$ cat src/rtl/control_sequencer_pkg.sv
// control_sequencer_pkg
//   Shared definitions for the control sequencer slice: instruction class
//   codes, top-level FSM encoding, control-word field positions, the HLT and
//   NOP encodings, and a helper that suppresses control-word side effects.
package control_sequencer_pkg;

    // Instruction classes, as presented on dec_sel.
    typedef enum logic [1:0] {
        CLS_DPI = 2'b00,
        CLS_DPR = 2'b01,
        CLS_LS  = 2'b10,
        CLS_BR  = 2'b11
    } cls_e;

    // Top-level sequencer mode.
    typedef enum logic [1:0] {
        TOP_RUN   = 2'b00,
        TOP_STALL = 2'b01,
        TOP_HALT  = 2'b10
    } top_e;

    // Control word layout:
    // {Psel[28:27],DA[26:22],SA[21:17],SB[16:12],Fsel[11:7],regW[6],ramW[5],
    //  Dsel[4:3],Bsel[2],PCsel[1],SL[0]}
    localparam int CW_W       = 29;
    localparam int CW_PSEL_HI = 28;
    localparam int CW_PSEL_LO = 27;
    localparam int CW_DA_HI   = 26;
    localparam int CW_DA_LO   = 22;
    localparam int CW_SA_HI   = 21;
    localparam int CW_SA_LO   = 17;
    localparam int CW_SB_HI   = 16;
    localparam int CW_SB_LO   = 12;
    localparam int CW_FSEL_HI = 11;
    localparam int CW_FSEL_LO = 7;
    localparam int CW_REGW    = 6;
    localparam int CW_RAMW    = 5;
    localparam int CW_DSEL_HI = 4;
    localparam int CW_DSEL_LO = 3;
    localparam int CW_BSEL    = 2;
    localparam int CW_PCSEL   = 1;
    localparam int CW_SL      = 0;

    localparam logic [31:0] INSTR_HLT = 32'hD440_0000;
    localparam logic [31:0] INSTR_NOP = 32'hD503_201F;

    // Micro-state value at which a new instruction is fetched.
    localparam logic [1:0] UPC_FETCH = 2'b00;

    // Clear register write and force PC hold; optionally also clear the RAM
    // write (halt) while leaving it as decoded for a stalled access.
    function automatic logic [CW_W-1:0] gate_cw(input logic [CW_W-1:0] cw,
                                                input logic           kill_ram);
        logic [CW_W-1:0] g;
        g                         = cw;
        g[CW_REGW]                = 1'b0;
        g[CW_PSEL_HI:CW_PSEL_LO]  = 2'b00;
        if (kill_ram) begin
            g[CW_RAMW] = 1'b0;
        end
        return g;
    endfunction

endpackage

$ cat src/rtl/control_sequencer_seq_class_decode.sv
// seq_class_decode
//   Pure combinational instruction class decoder on opcode bits [28:25].
//   Ports:
//     instr    in  32  instruction being decoded
//     dec_sel  out 2   class code (DPI/DPR/LS/BR)
//     illegal  out 1   opcode pattern belongs to no class
module seq_class_decode
    import control_sequencer_pkg::*;
(
    input  logic [31:0] instr,
    output logic [1:0]  dec_sel,
    output logic        illegal
);

    always_comb begin
        // NOTE: every output gets a default before the case so no path
        // leaves it unassigned, which would otherwise infer a latch.
        dec_sel = CLS_DPI;
        illegal = 1'b0;
        casez (instr[28:25])
            4'b100?: dec_sel = CLS_DPI;
            4'b?101: dec_sel = CLS_DPR;
            4'b?1?0: dec_sel = CLS_LS;
            4'b101?: dec_sel = CLS_BR;
            default: illegal = 1'b1;
        endcase
    end

endmodule

$ cat src/rtl/control_sequencer.sv
// control_sequencer
//   Top-level micro-sequencer: selects the instruction presented to the class
//   decoders, tracks the micro-state, holds the flags register, gates the
//   decoded control word during stalls and halt.
//   Optional performance counters are built when CONTROL_SEQUENCER_PERF_EN is
//   defined; otherwise cycle_count/instr_count are tied to zero.
//   Ports:
//     clock        in   1   system clock, rising edge
//     reset        in   1   synchronous, active-low
//     instruction  in  32   instruction-memory read data
//     fetch_valid  in   1   instruction valid this cycle
//     mem_ready    in   1   data RAM accepted the access
//     status_in    in   4   ALU flags {V,C,Z,N}
//     dec_cw       in  29   control word from the selected class decoder
//     dec_next     in   2   next micro-state from the selected decoder
//     dec_k        in  64   constant K from the selected decoder
//     cur_instr    out 32   instruction presented to the decoders
//     dec_sel      out  2   instruction class
//     state        out  2   micro-state presented to the decoders
//     status       out  4   registered flags
//     controlWord  out 29   gated control word to the datapath
//     K            out 64   dec_k passed through
//     halted       out  1   sequencer is halted
//     illegal      out  1   halt was caused by an undecodable instruction
//     cycle_count  out 32   non-halted cycles since reset (perf build)
//     instr_count  out 32   retired instructions since reset (perf build)
module control_sequencer
    import control_sequencer_pkg::*;
(
    input  logic        clock,
    input  logic        reset,
    input  logic [31:0] instruction,
    input  logic        fetch_valid,
    input  logic        mem_ready,
    input  logic [3:0]  status_in,
    input  logic [28:0] dec_cw,
    input  logic [1:0]  dec_next,
    input  logic [63:0] dec_k,
    output logic [31:0] cur_instr,
    output logic [1:0]  dec_sel,
    output logic [1:0]  state,
    output logic [3:0]  status,
    output logic [28:0] controlWord,
    output logic [63:0] K,
    output logic        halted,
    output logic        illegal,
    output logic [31:0] cycle_count,
    output logic [31:0] instr_count
);

    top_e        top_q, top_d;
    logic [1:0]  upc_q;
    logic [31:0] ir_q;
    logic [3:0]  status_q;
    logic        illegal_q;

    logic        at_fetch;
    logic        cls_illegal;
    logic        halt_req;
    logic        stall;
    logic        advance;
    logic        status_load;

    // At the fetch micro-state the decoders see the live instruction; later
    // micro-states replay the latched copy.
    assign at_fetch  = (upc_q == UPC_FETCH);
    assign cur_instr = at_fetch ? instruction : ir_q;

    seq_class_decode u_class_decode (
        .instr   (cur_instr),
        .dec_sel (dec_sel),
        .illegal (cls_illegal)
    );

    // Halt takes priority over a stall raised in the same cycle.
    assign halt_req = at_fetch && fetch_valid &&
                      ((cur_instr == INSTR_HLT) || cls_illegal);

    // Fetch and RAM stalls collapse into one stall condition.
    assign stall = (at_fetch && !fetch_valid) ||
                   (dec_cw[CW_RAMW] && !mem_ready);

    always_comb begin
        top_d       = top_q;
        advance     = 1'b0;
        controlWord = dec_cw;
        case (top_q)
            TOP_HALT: begin
                controlWord = gate_cw(dec_cw, 1'b1);
            end
            default: begin
                if (halt_req) begin
                    top_d       = TOP_HALT;
                    controlWord = gate_cw(dec_cw, 1'b1);
                end else if (stall) begin
                    top_d       = TOP_STALL;
                    controlWord = gate_cw(dec_cw, 1'b0);
                end else begin
                    top_d   = TOP_RUN;
                    advance = 1'b1;
                end
            end
        endcase
    end

    // Flags update only for flag-setting data-processing instructions (S bit).
    assign status_load = advance && cur_instr[29] &&
                         ((dec_sel == CLS_DPI) || (dec_sel == CLS_DPR));

    // NOTE: sequential state uses non-blocking assignments so every register
    // samples the pre-edge values, independent of statement order.
    always_ff @(posedge clock) begin
        if (!reset) begin
            top_q     <= TOP_RUN;
            upc_q     <= UPC_FETCH;
            ir_q      <= INSTR_NOP;
            status_q  <= 4'b0000;
            illegal_q <= 1'b0;
        end else begin
            top_q <= top_d;
            if (top_q != TOP_HALT && halt_req) begin
                illegal_q <= cls_illegal;
            end
            if (advance) begin
                upc_q <= dec_next;
                if (at_fetch) begin
                    ir_q <= instruction;
                end
                if (status_load) begin
                    status_q <= status_in;
                end
            end
        end
    end

    assign state   = upc_q;
    assign status  = status_q;
    assign K       = dec_k;
    assign halted  = (top_q == TOP_HALT);
    assign illegal = illegal_q;

`ifdef CONTROL_SEQUENCER_PERF_EN
    logic        retire;
    logic [31:0] cycle_q;
    logic [31:0] instr_q;

    assign retire = advance && (dec_next == UPC_FETCH);

    always_ff @(posedge clock) begin
        if (!reset) begin
            cycle_q <= 32'd0;
            instr_q <= 32'd0;
        end else begin
            if (top_q != TOP_HALT) begin
                cycle_q <= cycle_q + 32'd1;
            end
            if (retire) begin
                instr_q <= instr_q + 32'd1;
            end
        end
    end

    assign cycle_count = cycle_q;
    assign instr_count = instr_q;
`else
    assign cycle_count = 32'd0;
    assign instr_count = 32'd0;
`endif

endmodule

$ cat config.mk
export PLATFORM = sky130hd
export DESIGN_NAME = control_sequencer
export DESIGN_NICKNAME = d
export VERILOG_FILES = /design/src/rtl/control_sequencer_pkg.sv /design/src/rtl/control_sequencer_seq_class_decode.sv /design/src/rtl/control_sequencer.sv
export SDC_FILE = /design/constraint.sdc
export NUM_CORES = 1
export LEC_CHECK = 0
export BUFFER_PORTS_ARGS = -buffer_cell sky130_fd_sc_hd__buf_2
export CAP_MARGIN = 20
export CORE_AREA = 5 5 126 128
export DETAILED_ROUTE_END_ITERATION = 16
export DIE_AREA = 0 0 131 133
export PLACE_DENSITY = 0.61
export SLEW_MARGIN = 20
export SYNTH_ARGS = -nofsm -noshare
export SYNTH_HDL_FRONTEND = slang
export SYNTH_SLANG_ARGS = --single-unit
$ cat constraint.sdc
create_clock -name clock -period 4.8 [get_ports clock]
set_input_delay 0.48 -clock clock [delete_from_list [all_inputs] [get_ports clock]]
set_output_delay 0.48 -clock clock [all_outputs]
set_load 0.03 [all_outputs]
# == After elaboration in Yosys (flattened, before gate mapping) ==
# Cells that the tools add are included.
# word_totals
in_bits,135
output_inout_bits,199
elab_cells,40
ff_bits,41
# op_classes
n_mux,11
reduce_logical,16
eq_ne,8
# ops
operator,n
29-bit 2-to-1 mux,3
"32-bit == test, second input constant",1
32-bit 2-to-1 mux,1
"3-bit == test, second input constant",3
1-bit logical AND,7
2-bit case mux with 3 select lines,1
1-bit 2-to-1 mux,5
"2-bit == test, second input constant",2
2-bit logical NOT,2
4-bit OR reduction,1
1-bit logical OR,3
"2-bit by 1-bit == test with 1-bit output, second input constant",1
1-bit logical NOT,2
2-bit 2-to-1 mux,1
"2-bit inequality test, second input constant",1
2-bit AND reduction,1

# == Depth between registers and ports, before layout ==
# Gate-level depths: netlist of run 1.
# logic_depth
word_depth,12
depth_mapped,8
mapped_depth_nobuf,5

# == Hierarchy ==
# A second synthesis of run 1 with hierarchy kept.
# unflattened
cells_unflattened,481
hier_area_um2,3452.1
# modules_own_cells
module,seq_area_each_um2,area_each_um2,n_inst,cells_per_inst
control_sequencer,820.8,3398.3,1,474
seq_class_decode,0.0,53.8,1,7

# == Worst setup path after synthesis of run 1 ==
# No wires, ideal clock.
# synth_path
kind,register to output
startpoint,register upc_q[1] (netlist: state[1])
endpoint,output controlWord[27]
path_buffers,2
setup_slack_ns,1.783
arrival_ns,2.537
required_ns,4.320
stages_incl_launch_ff,8
cell_sequence,dfxtp_1 > nor2_1 > buf_2 > nor3_1 > o2111ai_1 > clkbuf_1 > nor3_1 > nor3b_1
# synth_via
elab_chain_cells,9
word_cells_on_any_way,17
cone_classes,eq/ne: 5; mux: 5; reduce/logical: 7
# synth_lines
element,line,text
"start, declared",control_sequencer.sv:52,logic [1:0] upc_q;
"start signal, assigned",control_sequencer.sv:125,upc_q <= dec_next;
2-bit logical NOT *,control_sequencer.sv:66,assign at_fetch = (upc_q == UPC_FETCH);
32-bit 2-to-1 mux,-,
3-bit == test / 2-bit == test (equally long branches),control_sequencer_seq_class_decode.sv:20,casez (instr[28:25])
4-bit OR reduction (no source line),-,
1-bit 2-to-1 mux,control_sequencer_seq_class_decode.sv:20,
1-bit logical OR,control_sequencer.sv:77,((cur_instr == INSTR_HLT) || cls_illegal);
1-bit logical AND,control_sequencer.sv:76,assign halt_req = at_fetch && fetch_valid &&
29-bit 2-to-1 mux *,control_sequencer.sv:92,if (halt_req) begin
29-bit 2-to-1 mux *,control_sequencer.sv:87,case (top_q)
"end, declared",control_sequencer.sv:43,"output logic [28:0] controlWord,"
# Every way passes the cells marked *; elsewhere a longest branch is shown, timed or not.

# == Final worst setup path of run 1 ==
# layout_path
startpoint,register upc_q[1] (netlist: state[1])
endpoint,output controlWord[5]
# layout_via
elab_chain_cells,9
word_cells_on_any_way,14
cone_classes,eq/ne: 5; mux: 4; reduce/logical: 5
# layout_lines
element,line
2-bit logical NOT *,control_sequencer.sv:66
32-bit 2-to-1 mux,-
3-bit == test / 2-bit == test (equally long branches),control_sequencer_seq_class_decode.sv:20
4-bit OR reduction (no source line),-
1-bit 2-to-1 mux,control_sequencer_seq_class_decode.sv:20
1-bit logical OR,control_sequencer.sv:77
1-bit logical AND *,control_sequencer.sv:76
29-bit 2-to-1 mux *,control_sequencer.sv:92
29-bit 2-to-1 mux *,control_sequencer.sv:87
# Marks and branches as above.

==> reports/results.md, run 1 <==
| Quantity | Value | Unit |
|---|---|---|
| Result of the run | complete, no violations | - |
| Fill cell instance count of the final layout | 1630 | - |
| Number of max-slew violations in the final report | 0 | - |
| Async set-or-reset flop fraction in the synthesized netlist | 0 | - |
| DRT iter0 DRCs | 203 | - |
| Count of unique library cells instantiated by Yosys | 45 | - |
| Static power due to leakage | 1.63 | nW |
| Proportion of power drawn by combinational gates | 0.507 | - |
| Worst supply voltage drop on vdd | 0.000212 | V |
| Final cell count without fillers | 680 | - |
| Most frequently used flop master after synthesis | sky130_fd_sc_hd__dfxtp_1 | - |
| Commonest cells after routing, fill and taps aside | sky130_fd_sc_hd__buf_2, sky130_fd_sc_hd__conb_1, sky130_fd_sc_hd__dfxtp_1 | - |
| Critical path capture point type | output port | - |
| Num CTS Buffers | 5 | - |
| Flop and latch count out of synthesis | 41 | - |
| Starting Density | 0.269 | - |
| Sw Ratio | 0.470 | - |
| Unrepaired setup endpoints after global routing | no | - |
| NumNets Final | 626 | - |
| Total routed wirelength | 12300 | um |
| Net Sw Power | 0.764 | mW |
| Minimum period implied by the final worst setup slack | 3.61 | ns |
| Number of placed instances with taps included | 672 | - |
| Critical path class | reg2out | - |
| Skew final | 0.00438 | ns |
| Maximum root-to-sink buffer count | 2 | - |
| Overall via count from detail_route | 3285 | - |
| CTS Root Cell | sky130_fd_sc_hd__clkbuf_16 | - |
| Class of the tightest hold or removal check | in2reg | - |
| Maximum level of the CTS H-tree | 2 | - |
| Count of endpoints failing setup in the final report | 0 | - |
| Setup tns final | 0 | ns |
| Fmax | 277 | MHz |
| Pint | 0.860 | mW |
| Mapped Avg Cell Area | 7.76 | um^2 |
| Headroom to the max-slew limit | 0.351 | - |
| Final Cycle Share | 0.753 | - |
| Count of port buffers added during placement | 91 | - |
| Initial antenna violation count | 1 | - |
| Die height | 133 | um |
| Clk network pwr share | 0.209 | - |
| GRT Resource Usage Total | 0.132 | - |
| Average wire length per cell after detail routing | 18.1 | um |
| X dimension of the die | 131 | um |
| Maximum number of pins on one net before global-route repair | 55 | - |
| Kind of start point of the critical path | register | - |
| Total half-perimeter wirelength after legalization and detailed placement | 9550 | um |
| Max-cap viol count | 0 | - |
| Clock tree from TritonCTS | built | - |
| GRT Residual Overflow | 0 | - |
| Routability congestion estimate | 0.782 | - |
| Number of rows created at floorplan | 45 | - |
| Reg power frac | 0.284 | - |
| Number of resized instances in the post-cts repair step | 0 | - |
| CTS Sinks | 41 | - |
| Post-place instance area | 0.00367 | mm^2 |
| Gate count of the mapped netlist | 512 | - |
| Register area share after synthesis | 0.207 | - |
| Hold_buf cts | 0 | - |
| Insertion delay to the later sink of the worst-skew pair | 0.28 | ns |
| Leading cell type in the layout, fill and taps excluded | sky130_fd_sc_hd__buf_2 | - |
| Area inside the core boundary | 0.0148 | mm^2 |
| Worst Hold Slack | 0.444 | ns |
| Yosys warnings | 0 | - |
| Wire length of the first global-routing pass | 18000 | um |
| Total standard cell area after synthesis | 0.00397 | mm^2 |
| Arrival @ worst endpoint | 3.13 | ns |
| Area enclosed by the die boundary | 0.0174 | mm^2 |
| Maximum fanout count along the critical path | 13 | - |
| # DRC | 0 | - |
| Fraction of layout instances using a drive strength above 1 | 0.267 | - |
| Post-CTS setup-driven buffer insertion count | 0 | - |
| Least-Margin Pin Slew | 0.974 | ns |
| Post-synth EDFFs | 0 | - |
| Finished Cell Area | 0.00381 | mm^2 |
| Growth of design area from synthesis to finish | -4.09 | % |
| Final Hold Violating Endpoints | 0 | - |
| First-pass iteration count of the detailed router | 6 | - |
| Clock Pin Slew Worst Setup and Hold Paths | 0.06 | ns |
| Utilization after layout | 0.258 | - |
| Vias per cell | 4.83 | - |
| Antenna-violating nets left | 0 | - |
| Power per cell area | 426 | mW/mm^2 |
| Crit path required time | 4.32 | ns |
| Vias in the first global route | 3153 | - |
| Number of top-level pins | 334 | - |
## registers in the layout (all words and copies together) (netlist names)
name and flops:
top_q 2, ir_q 32, illegal 1, state 2, status 4
## critical path: stages, from the launching register on
cell and delay (ns):
sky130_fd_sc_hd__dfxtp_1 0.43, sky130_fd_sc_hd__nor2_4 0.45, sky130_fd_sc_hd__mux2i_1 0.49, sky130_fd_sc_hd__o2111ai_2 0.41, sky130_fd_sc_hd__o311ai_0 0.63, sky130_fd_sc_hd__a21boi_0 0.21
sky130_fd_sc_hd__buf_2 0.23
## worst paths after layout
kind	depth (start not counted)	slack, ns	end	start
worst max register to register	6	1.60	ir_q[24]	state[1]
worst max-delay path	6	1.19	controlWord[5]	state[1]
worst min-delay path	3	0.44	status[1]	status_in[1]
worst min register to register	2	0.45	status[0]	status[0]
## layout make-up
class,instances,area (um^2),area share
inverters,13,48.8,0.0128
diodes,1,2.50,0.000657
multi-input cells,332,2050,0.539
flip-flops and latches,41,821,0.215
well taps,188,235,0.0617
clock buffers,7,143,0.0374
repair buffers,98,508,0.133
## stage by stage
| step | power [mW] | worst slack, ns |
|---|---|---|
| final | 1.62 | 1.19 |
| after global placement | 1.30 | 1.41 |
| after CTS | 1.64 | 1.08 |
| after global routing | 1.72 | 0.937 |
| after floorplan | 1.24 | 1.78 |
| after detailed placement | 1.30 | 1.39 |
## synth_stat cells, types with 13 or more instances
cell                       instances  share of area
sky130_fd_sc_hd__nor2_1           31          0.029
sky130_fd_sc_hd__mux2_2           22          0.062
sky130_fd_sc_hd__dfxtp_1          41           0.21
sky130_fd_sc_hd__inv_1            13          0.012
sky130_fd_sc_hd__nand2_1          38          0.036
sky130_fd_sc_hd__mux2i_1          14          0.035
sky130_fd_sc_hd__nand3_1          22          0.028
sky130_fd_sc_hd__nand2b_1         16          0.025
sky130_fd_sc_hd__buf_4           153           0.29
sky130_fd_sc_hd__clkbuf_1         30          0.028
sky130_fd_sc_hd__nor4_1           26          0.041
## logic make-up after synthesis
| group | share of synthesized area |
|---|---|
| compound gates | 0.128 |
| flops | 0.207 |
| simple gates | 0.227 |
| mux | 0.0976 |
| other cells | 0.000944 |
| buf+inv | 0.340 |
## power groups by stage
stage / Combinational [mW] / Sequential (mW) / Clock (mW)
5_1_grt: 0.889 / 0.471 / 0.359
3_5_place_dp: 0.831 / 0.469 / 0
6_report: 0.823 / 0.461 / 0.340
3_3_place_gp: 0.831 / 0.469 / 0
2_1_floorplan: 0.779 / 0.460 / 0
4_1_cts: 0.834 / 0.461 / 0.348
## layer usage
layer  global-route usage  vias up  wire length [um]
met5                    0        -                 0
met4               0.0720        0               636
met3               0.0262       72               950
met2                0.221      134              6130
met1                0.155     1527              4560
li1                     -     1552                 -
(Power assumes the default switching activity.)
==> run 2, diff against run 1 <==
--- a/config.mk
+++ b/config.mk
@@ -5,12 +5,13 @@
 export SDC_FILE = /design/constraint.sdc
 export NUM_CORES = 1
 export LEC_CHECK = 0
+export ABC_AREA = 1
 export BUFFER_PORTS_ARGS = -buffer_cell sky130_fd_sc_hd__buf_2
 export CAP_MARGIN = 20
-export CORE_AREA = 5 5 126 128
+export CORE_AREA = 5 5 128 130
 export DETAILED_ROUTE_END_ITERATION = 16
-export DIE_AREA = 0 0 131 133
-export PLACE_DENSITY = 0.61
+export DIE_AREA = 0 0 133 135
+export PLACE_DENSITY = 0.59
 export SLEW_MARGIN = 20
 export SYNTH_ARGS = -nofsm -noshare
 export SYNTH_HDL_FRONTEND = slang
==> constraint.sdc (replaced) <==
create_clock -name clock -period 3.3 [get_ports clock]
set_input_delay 0.33 -clock clock [delete_from_list [all_inputs] [get_ports clock]]
set_output_delay 0.33 -clock clock [all_outputs]
set_load 0.03 [all_outputs]
==> run 2 against run 1 <==
Net effect:
- first-iteration DRC count decreased by 27%
- power increased by 110%
- setup slack worse by 0.92 ns
- clock power increased by 70%
- core utilization shrank 3.4 points
- sequential cell count did not move
- register-to-register slack worse by 1.1 ns
- cell area is 11% lower
- critical path depth increased by 8
- routed wire length fell by 17%
==> reports/results.md, run 2 <==
| Quantity | Value | Unit | Delta |
|---|---|---|---|
| Count of inserted antenna diode cells | 0 | - | was 1 |
| Cell with the most instances after synthesis | sky130_fd_sc_hd__buf_4 | - | unchanged |
| Headroom to the max-slew limit | 0.501 | - | was 0.351 |
| Growth of design area from synthesis to finish | -4.16 | % | was -4.09% |
| Total half-perimeter wirelength after legalization and detailed placement | 8070 | um | was 9550 um |
| Number of top-level pins | 334 | - | unchanged |
| Yosys top cell area share | 0.330 | - | was 0.289 |
| Worst supply voltage drop on vdd | 0.000224 | V | was 0.000212 V |
| Average wire length per cell after detail routing | 14.2 | um | was 18.1 um |
| Leading cell type in the layout, fill and taps excluded | sky130_fd_sc_hd__nand2_1 | - | was sky130_fd_sc_hd__buf_2 |
| Fraction of layout instances using a drive strength above 1 | 0.227 | - | was 0.267 |
| Post-route worst setup slack | 0.263 | ns | was 1.19 ns |
| Number of rows created at floorplan | 45 | - | unchanged |
| Crit-path cells | nor2_4 -> buf_4 -> nand2_1 -> o21ai_2 -> nand2_1 -> nor2_1 -> nand2_1 -> nor2_1 -> nand2_1 -> nand2_1 -> nand2_2 -> nand3_4 -> nor2_1 -> buf_2 | - | was nor2_4 -> mux2i_1 -> o2111ai_2 -> o311ai_0 -> a21boi_0 -> buf_2 |
| Number of resized instances in the post-cts repair step | 0 | - | unchanged |
| Fmax | 329 | MHz |  |
| Area enclosed by the die boundary | 0.0180 | mm^2 | was 0.0174 mm^2 |
| Power per cell area | 988 | mW/mm^2 | was 426 mW/mm^2 |
| Class of the tightest hold or removal check | in2reg | - | unchanged |
| Setup tns final | 0 | ns | unchanged |
| Worst Hold Slack | 0.319 | ns | was 0.444 ns |
| Hold_buf cts | 0 | - | unchanged |
| Yosys warnings | 0 | - | unchanged |
| Post-CTS setup-driven buffer insertion count | 0 | - | unchanged |
| Tot Pwr | 3.33 | mW | was 1.62 mW |
| Final Hold Violating Endpoints | 0 | - | unchanged |
| Arrival @ worst endpoint | 2.71 | ns | was 3.13 ns |
| Vias per cell | 3.85 | - | was 4.83 |
| Biggest cell delay along the critical path | 0.39 | ns | was 0.63 ns |
| Unrepaired setup endpoints after global routing | no | - | unchanged |
| Die height | 135 | um | was 133 um |
| Fill cell instance count of the final layout | 1697 | - | was 1630 |
| Static power due to leakage | 1.92 | nW | was 1.63 nW |
| Flop and latch count out of synthesis | 41 | - | unchanged |
| Routability congestion estimate | 0.748 | - | was 0.782 |
| Maximum level of the CTS H-tree | 2 | - | unchanged |
| CTS Root Cell | sky130_fd_sc_hd__clkbuf_16 | - | unchanged |
| Maximum root-to-sink buffer count | 2 | - | unchanged |
| Insertion delay to the later sink of the worst-skew pair | 0.28 | ns | about the same |
| X dimension of the die | 133 | um | was 131 um |
| Post-synth EDFFs | 0 | - | unchanged |
| Number of max-slew violations in the final report | 0 | - | unchanged |
| CTS Sinks | 41 | - | unchanged |
| # DRC | 0 | - | unchanged |
| Register with the highest flop count | ir_q | - | unchanged |
| Top post-synthesis cells by count | sky130_fd_sc_hd__buf_4, sky130_fd_sc_hd__nand2_1, sky130_fd_sc_hd__inv_1 | - | was sky130_fd_sc_hd__buf_4, sky130_fd_sc_hd__dfxtp_1, sky130_fd_sc_hd__nand2_1 |
| Critical path capture point type | output port | - | unchanged |
| Result of the run | complete, no violations | - | unchanged |
| NumNets Final | 666 | - | was 626 |
| Wire length of the first global-routing pass | 14600 | um | was 18000 um |
| Clock tree from TritonCTS | built | - | unchanged |
| GRT Residual Overflow | 0 | - | unchanged |
| Maximum fanout count along the critical path | 35 | - | was 13 |
| Biggest area contributors in the synthesized netlist | sky130_fd_sc_hd__buf_4, sky130_fd_sc_hd__dfxtp_1, sky130_fd_sc_hd__nand2_1, sky130_fd_sc_hd__inv_1, sky130_fd_sc_hd__a21oi_1 | - | was sky130_fd_sc_hd__buf_4, sky130_fd_sc_hd__dfxtp_1, sky130_fd_sc_hd__mux2_2, sky130_fd_sc_hd__nor4_1, sky130_fd_sc_hd__nand2_1 |
| Mapped Avg Cell Area | 6.58 | um^2 | was 7.76 um^2 |
| Crit path required time | 2.97 | ns | was 4.32 ns |
| Count of port buffers added during placement | 91 | - | unchanged |
| Starting Density | 0.234 | - | was 0.269 |
| Most frequently used flop master after synthesis | sky130_fd_sc_hd__dfxtp_1 | - | unchanged |
| Commonest cells after routing, fill and taps aside | sky130_fd_sc_hd__nand2_1, sky130_fd_sc_hd__buf_2, sky130_fd_sc_hd__inv_1 | - | was sky130_fd_sc_hd__buf_2, sky130_fd_sc_hd__conb_1, sky130_fd_sc_hd__dfxtp_1 |
| Num CTS Buffers | 5 | - | unchanged |
| Vias in the first global route | 2577 | - | was 3153 |
| Max-cap viol count | 0 | - | unchanged |
| Minimum period implied by the final worst setup slack | 3.04 | ns |  |
| Crit path max-delay cell type | sky130_fd_sc_hd__dfxtp_1 | - | was sky130_fd_sc_hd__o311ai_0 |
| Kind of start point of the critical path | register | - | unchanged |
| Count of unique library cells instantiated by Yosys | 26 | - | was 45 |
| Antenna-violating nets left | 0 | - | unchanged |
| Critical path class | reg2out | - | unchanged |
| Most frequent cell on the critical path | sky130_fd_sc_hd__nand2_1 | - |  |
| Skew final | 0.00559 | ns | was 0.00438 ns |
| Area inside the core boundary | 0.0150 | mm^2 | was 0.0148 mm^2 |
| Register area share after synthesis | 0.233 | - | was 0.207 |
| Count of endpoints failing setup in the final report | 0 | - | unchanged |
| Async set-or-reset flop fraction in the synthesized netlist | 0 | - | unchanged |
| Total routed wirelength | 10200 | um | was 12300 um |
| Maximum number of pins on one net before global-route repair | 36 | - | was 55 |
| Gate count of the mapped netlist | 535 | - | was 512 |
| Overall via count from detail_route | 2773 | - | was 3285 |
| Initial antenna violation count | 2 | - | was 1 |
| Max reg flops | 32 | - | unchanged |
| DP Worst Slack | 0.380 | ns | was 1.39 ns |
| Clock Pin Slew Worst Setup and Hold Paths | 0.06 | ns | about the same |
| Total standard cell area after synthesis | 0.00352 | mm^2 | was 0.00397 mm^2 |
| First-pass iteration count of the detailed router | 4 | - | was 6 |
| Top cell type by total area after synthesis | sky130_fd_sc_hd__buf_4 | - | unchanged |
| Least-Margin Pin Slew | 0.747 | ns | was 0.974 ns |
| Final Cycle Share | 0.920 | - |  |
| GRT Resource Usage Total | 0.105 | - | was 0.132 |
| DRT iter0 DRCs | 148 | - | was 203 |
run 2: changes by cell type in the layout (fill, tap and decap cells not counted), moves of 16 or more:
cell,before,now
sky130_fd_sc_hd__a21oi_1,1,24
sky130_fd_sc_hd__nand2b_1,16,0
sky130_fd_sc_hd__nand2_1,38,107
sky130_fd_sc_hd__o21ai_0,2,18
sky130_fd_sc_hd__o21ai_1,0,18
sky130_fd_sc_hd__mux2_2,22,0
sky130_fd_sc_hd__nor4_1,26,0
sky130_fd_sc_hd__inv_1,13,86
run 2: logic make-up after synthesis:
| kind of cell | synth area share |
|---|---|
| AOI/OAI and AO/OA | 0.113 |
| DFF | 0.233 |
| buffers and inverters | 0.458 |
| and+or+nand+nor | 0.195 |
| other | 0.00106 |
run 2: routing by layer:
metal | up-vias | routed length (um) | global-route usage
met5 | - | 22 | 0
met4 | 4 | 698 | 0.0785
met3 | 76 | 1160 | 0.0499
met2 | 140 | 4380 | 0.156
met1 | 1173 | 3950 | 0.116
li1 | 1380 | - | -
run 2: worst paths after layout:
| path | slack [ns] | start | cells after the start | to |
|---|---|---|---|---|
| max | 0.26 | state[0] | 14 | controlWord[6] |
| min | 0.32 | dec_next[1] | 3 | state[1] |
| max reg2reg | 0.53 | state[0] | 15 | ir_q[8] |
| min reg2reg | 0.45 | ir_q[15] | 2 | ir_q[15] |
run 2: final cells by class:
| type | instances | area (um^2) | share of cell area |
|---|---|---|---|
| clock buffers | 7 | 143 | 0.0423 |
| clock inverters | 1 | 30.0 | 0.00890 |
| inverters | 88 | 330 | 0.0979 |
| multi-input cells | 300 | 1330 | 0.394 |
| flip-flops and latches | 41 | 821 | 0.243 |
| well taps | 188 | 235 | 0.0697 |
| repair buffers | 95 | 485 | 0.144 |
run 2: critical path: cells and delay by family (launching register included):
kind                   cells  cell delay, ns
AOI/OAI and AO/OA          1            0.09
DFF                        1            0.39
and+or+nand+nor           11            1.42
buffers and inverters      2            0.52
run 2: per-stage QoR:
stage | utilization | cells | cell area, um^2
after global routing | 0.225 | 720 | 3380
after floorplan | - | 598 | 3760
final | 0.225 | 720 | 3380
after detailed placement | 0.213 | 711 | 3200
after global placement | 0.213 | 711 | 3200
after CTS | 0.224 | 719 | 3370
run 2: power by group:
part | switching, mW | internal [mW] | leakage [nW]
Sequential | 0.0787 | 0.667 | 0.339
Clock | 0.200 | 0.378 | 0.0841
Combinational | 1.51 | 0.502 | 1.49
Total | 1.79 | 1.55 | 1.92
==> run 3, diff against run 2 <==
--- a/config.mk
+++ b/config.mk
@@ -11,6 +11,7 @@
 export CORE_AREA = 5 5 128 130
 export DETAILED_ROUTE_END_ITERATION = 16
 export DIE_AREA = 0 0 133 135
+export MAX_ROUTING_LAYER = met4
 export PLACE_DENSITY = 0.59
 export SLEW_MARGIN = 20
 export SYNTH_ARGS = -nofsm -noshare
==> run 3 against run 2 <==
Net effect:
- first-iteration DRC count shrank 11%
- cell area grew 0.15%
- sequential share of layout area is essentially flat
- non-clock buffer count is the same
- clock skew is essentially flat
- critical endpoint unchanged
- highest routed layer is now met4
- clock power is essentially flat
- via count shrank 0.65%
- global-route usage grew 0.31 points
- setup slack gained 0.013 ns
- largest cell class unchanged
- die area is the same
- worst hold slack lost 0.00087 ns
==> reports/results.md, run 3 (synthesized netlist as in run 2, its figures left out) <==
| Quantity | Value | Unit | Delta |
|---|---|---|---|
| First-pass iteration count of the detailed router | 4 | - | unchanged |
| Insertion delay to the later sink of the worst-skew pair | 0.28 | ns | about the same |
| Fmax | 331 | MHz | was 329 MHz |
| Finished Cell Area | 0.00338 | mm^2 | about the same |
| Arrival @ worst endpoint | 2.69 | ns | was 2.71 ns |
| Starting Density | 0.234 | - | unchanged |
| Average wire length per cell after detail routing | 14.2 | um | about the same |
| Total routed wirelength | 10200 | um | about the same |
| Total half-perimeter wirelength after legalization and detailed placement | 8070 | um | unchanged |
| Crit-path cells | nor2_4 -> buf_4 -> nand2_1 -> o21ai_2 -> nand2_1 -> nor2_1 -> nand2_1 -> nor2_1 -> nand2_1 -> nand2_1 -> nand2_2 -> nand3_4 -> nor2_1 -> buf_2 | - | unchanged |
| Clock Pin Slew Worst Setup and Hold Paths | 0.06 | ns | about the same |
| Routability congestion estimate | 0.761 | - | was 0.748 |
| GRT Resource Usage Total | 0.108 | - | was 0.105 |
| Result of the run | complete, no violations | - | unchanged |
| Final Hold Violating Endpoints | 0 | - | unchanged |
| Tot Pwr | 3.33 | mW | about the same |
| Maximum level of the CTS H-tree | 2 | - | unchanged |
| GRT Residual Overflow | 0 | - | unchanged |
| Setup tns final | 0 | ns | unchanged |
| Unrepaired setup endpoints after global routing | no | - | unchanged |
| Antenna-violating nets left | 0 | - | unchanged |
| Number of rows created at floorplan | 45 | - | unchanged |
| Max reg flops | 32 | - | unchanged |
| Growth of design area from synthesis to finish | -4.01 | % | was -4.16% |
| Overall via count from detail_route | 2755 | - | was 2773 |
| Worst supply voltage drop on vdd | 0.000226 | V | was 0.000224 V |
| Worst R2R End | ir_q[8] | - | unchanged |
| X dimension of the die | 133 | um | unchanged |
| Least-Margin Pin Slew | 0.752 | ns | was 0.747 ns |
| Depth of the critical timing path with buffers and inverters included | 14 | - | unchanged |
| Register-to-register setup slack | 0.54 | ns | was 0.53 ns |
| Vias per cell | 3.82 | - | was 3.85 |
| Maximum fanout count along the critical path | 35 | - | unchanged |
| Beginning of the worst register-to-register path | state[0] | - | unchanged |
| R2r worst-path depth | 15 | - | unchanged |
| Max-cap viol count | 0 | - | unchanged |
| Register with the highest flop count | ir_q | - | unchanged |
| Maximum root-to-sink buffer count | 2 | - | unchanged |
| DRT iter0 DRCs | 131 | - | was 148 |
| Headroom to the max-slew limit | 0.498 | - | was 0.501 |
| Commonest cells after routing, fill and taps aside | sky130_fd_sc_hd__nand2_1, sky130_fd_sc_hd__buf_2, sky130_fd_sc_hd__inv_1 | - | unchanged |
| Static power due to leakage | 1.92 | nW | about the same |
| Post-CTS setup-driven buffer insertion count | 0 | - | unchanged |
| Worst setup startpoint | state[0] | - | unchanged |
| Critical path capture point type | output port | - | unchanged |
| Class of the tightest hold or removal check | in2reg | - | unchanged |
| Crit path required time | 2.97 | ns | about the same |
| Worst setup path endpoint | controlWord[6] | - | unchanged |
| Number of max-slew violations in the final report | 0 | - | unchanged |
| # DRC | 0 | - | unchanged |
| Area inside the core boundary | 0.0150 | mm^2 | unchanged |
| Min-Delay Startpoint | dec_next[1] | - | unchanged |
| CTS Sinks | 41 | - | unchanged |
| Skew final | 0.00565 | ns | was 0.00559 ns |
| Hold-critical path depth | 3 | - | unchanged |
| Post-place instance area | 0.00320 | mm^2 | unchanged |
| Total buffers and inverters traversed by the critical path | 2 | - | unchanged |
| Number of top-level pins | 334 | - | unchanged |
| Utilization after layout | 0.225 | - | about the same |
| Leading cell type in the layout, fill and taps excluded | sky130_fd_sc_hd__nand2_1 | - | unchanged |
| Number of resized instances in the post-cts repair step | 0 | - | unchanged |
| Biggest cell delay along the critical path | 0.38 | ns | was 0.39 ns |
| Kind of start point of the critical path | register | - | unchanged |
| Fraction of layout instances using a drive strength above 1 | 0.227 | - | unchanged |
| Critical path class | reg2out | - | unchanged |
| Wire length of the first global-routing pass | 14600 | um | about the same |
| Power per cell area | 986 | mW/mm^2 | was 988 mW/mm^2 |
| NumNets Final | 666 | - | unchanged |
| Minimum period implied by the final worst setup slack | 3.02 | ns | was 3.04 ns |
| Crit path max-delay cell type | sky130_fd_sc_hd__dfxtp_1 | - | unchanged |
| Count of endpoints failing setup in the final report | 0 | - | unchanged |
| CTS Root Cell | sky130_fd_sc_hd__clkbuf_16 | - | unchanged |
| Initial antenna violation count | 2 | - | unchanged |
| Most frequent cell on the critical path | sky130_fd_sc_hd__nand2_1 | - | unchanged |
| Final Cycle Share | 0.916 | - | was 0.920 |
| Area enclosed by the die boundary | 0.0180 | mm^2 | unchanged |
| Clock tree from TritonCTS | built | - | unchanged |
| Fill cell instance count of the final layout | 1698 | - | was 1697 |
| Die height | 135 | um | unchanged |
| Maximum number of pins on one net before global-route repair | 36 | - | unchanged |
| Count of port buffers added during placement | 91 | - | unchanged |
| Num CTS Buffers | 5 | - | unchanged |
| Cell class contributing the biggest share of worst-path delay | simple AND/OR/NAND/NOR gates | - | unchanged |
| Vias in the first global route | 2575 | - | was 2577 |
## run 3: cell count changes in the layout (fill, tap and decap cells not counted), sizes merged
cell / previous run / this run
diode: 0 / 2
## run 3: what timing repair did
item / in CTS / in global routing
endpoints found under the setup margin: 0 / 3
hold buffers: 0 / 0
endpoints found under the hold margin: 0 / 0
## run 3: layer usage
| metal | wire (um) | global-route usage | vias to the layer above |
|---|---|---|---|
| li1 | - | - | 1387 |
| met5 | 0 | - | - |
| met3 | 1170 | 0.0503 | 66 |
| met2 | 4390 | 0.155 | 144 |
| met4 | 676 | 0.0785 | 0 |
| met1 | 4000 | 0.117 | 1158 |
## run 3: cell type report
class | count | area (um^2) | area share
diodes | 2 | 5.00 | 0.00148
clock buffers | 7 | 143 | 0.0422
clock inverters | 1 | 30.0 | 0.00888
well taps | 188 | 235 | 0.0696
repair buffers | 95 | 485 | 0.144
flip-flops and latches | 41 | 821 | 0.243
multi-input cells | 300 | 1330 | 0.394
inverters | 88 | 330 | 0.0977
## run 3: worst min path at each step
| stage | end | slack (ns) |
|---|---|---|
| final | state[1] | 0.32 |
| after global routing | state[1] | 0.34 |
| after detailed placement | ir_q[12] | 0.45 |
| after floorplan | ir_q[5] | 0.43 |
| after CTS | state[1] | 0.32 |
| after global placement | ir_q[15] | 0.44 |
## run 3: worst reg2reg max path: cells and delay by family, from the launching register on
kind | cells | cell delay (ns)
flip-flops | 1 | 0.38
AO/OA/AOI/OAI | 2 | 0.22
buffers and inverters | 2 | 0.66
AND/OR/NAND/NOR | 11 | 1.42
## run 3: metrics by stage
stage	instances	worst slack (ns)	hold slack, ns
finish	722	0.276	0.318
global route	722	0.0132	0.337
CTS	719	0.0835	0.318
detailed placement	711	0.380	0.447
global placement	711	0.445	0.442
floorplan	598	0.417	0.430
## run 3: where the power goes
group | internal (mW) | switching, mW
Clock | 0.378 | 0.199
Sequential | 0.667 | 0.0784
Combinational | 0.502 | 1.51
Total | 1.55 | 1.79
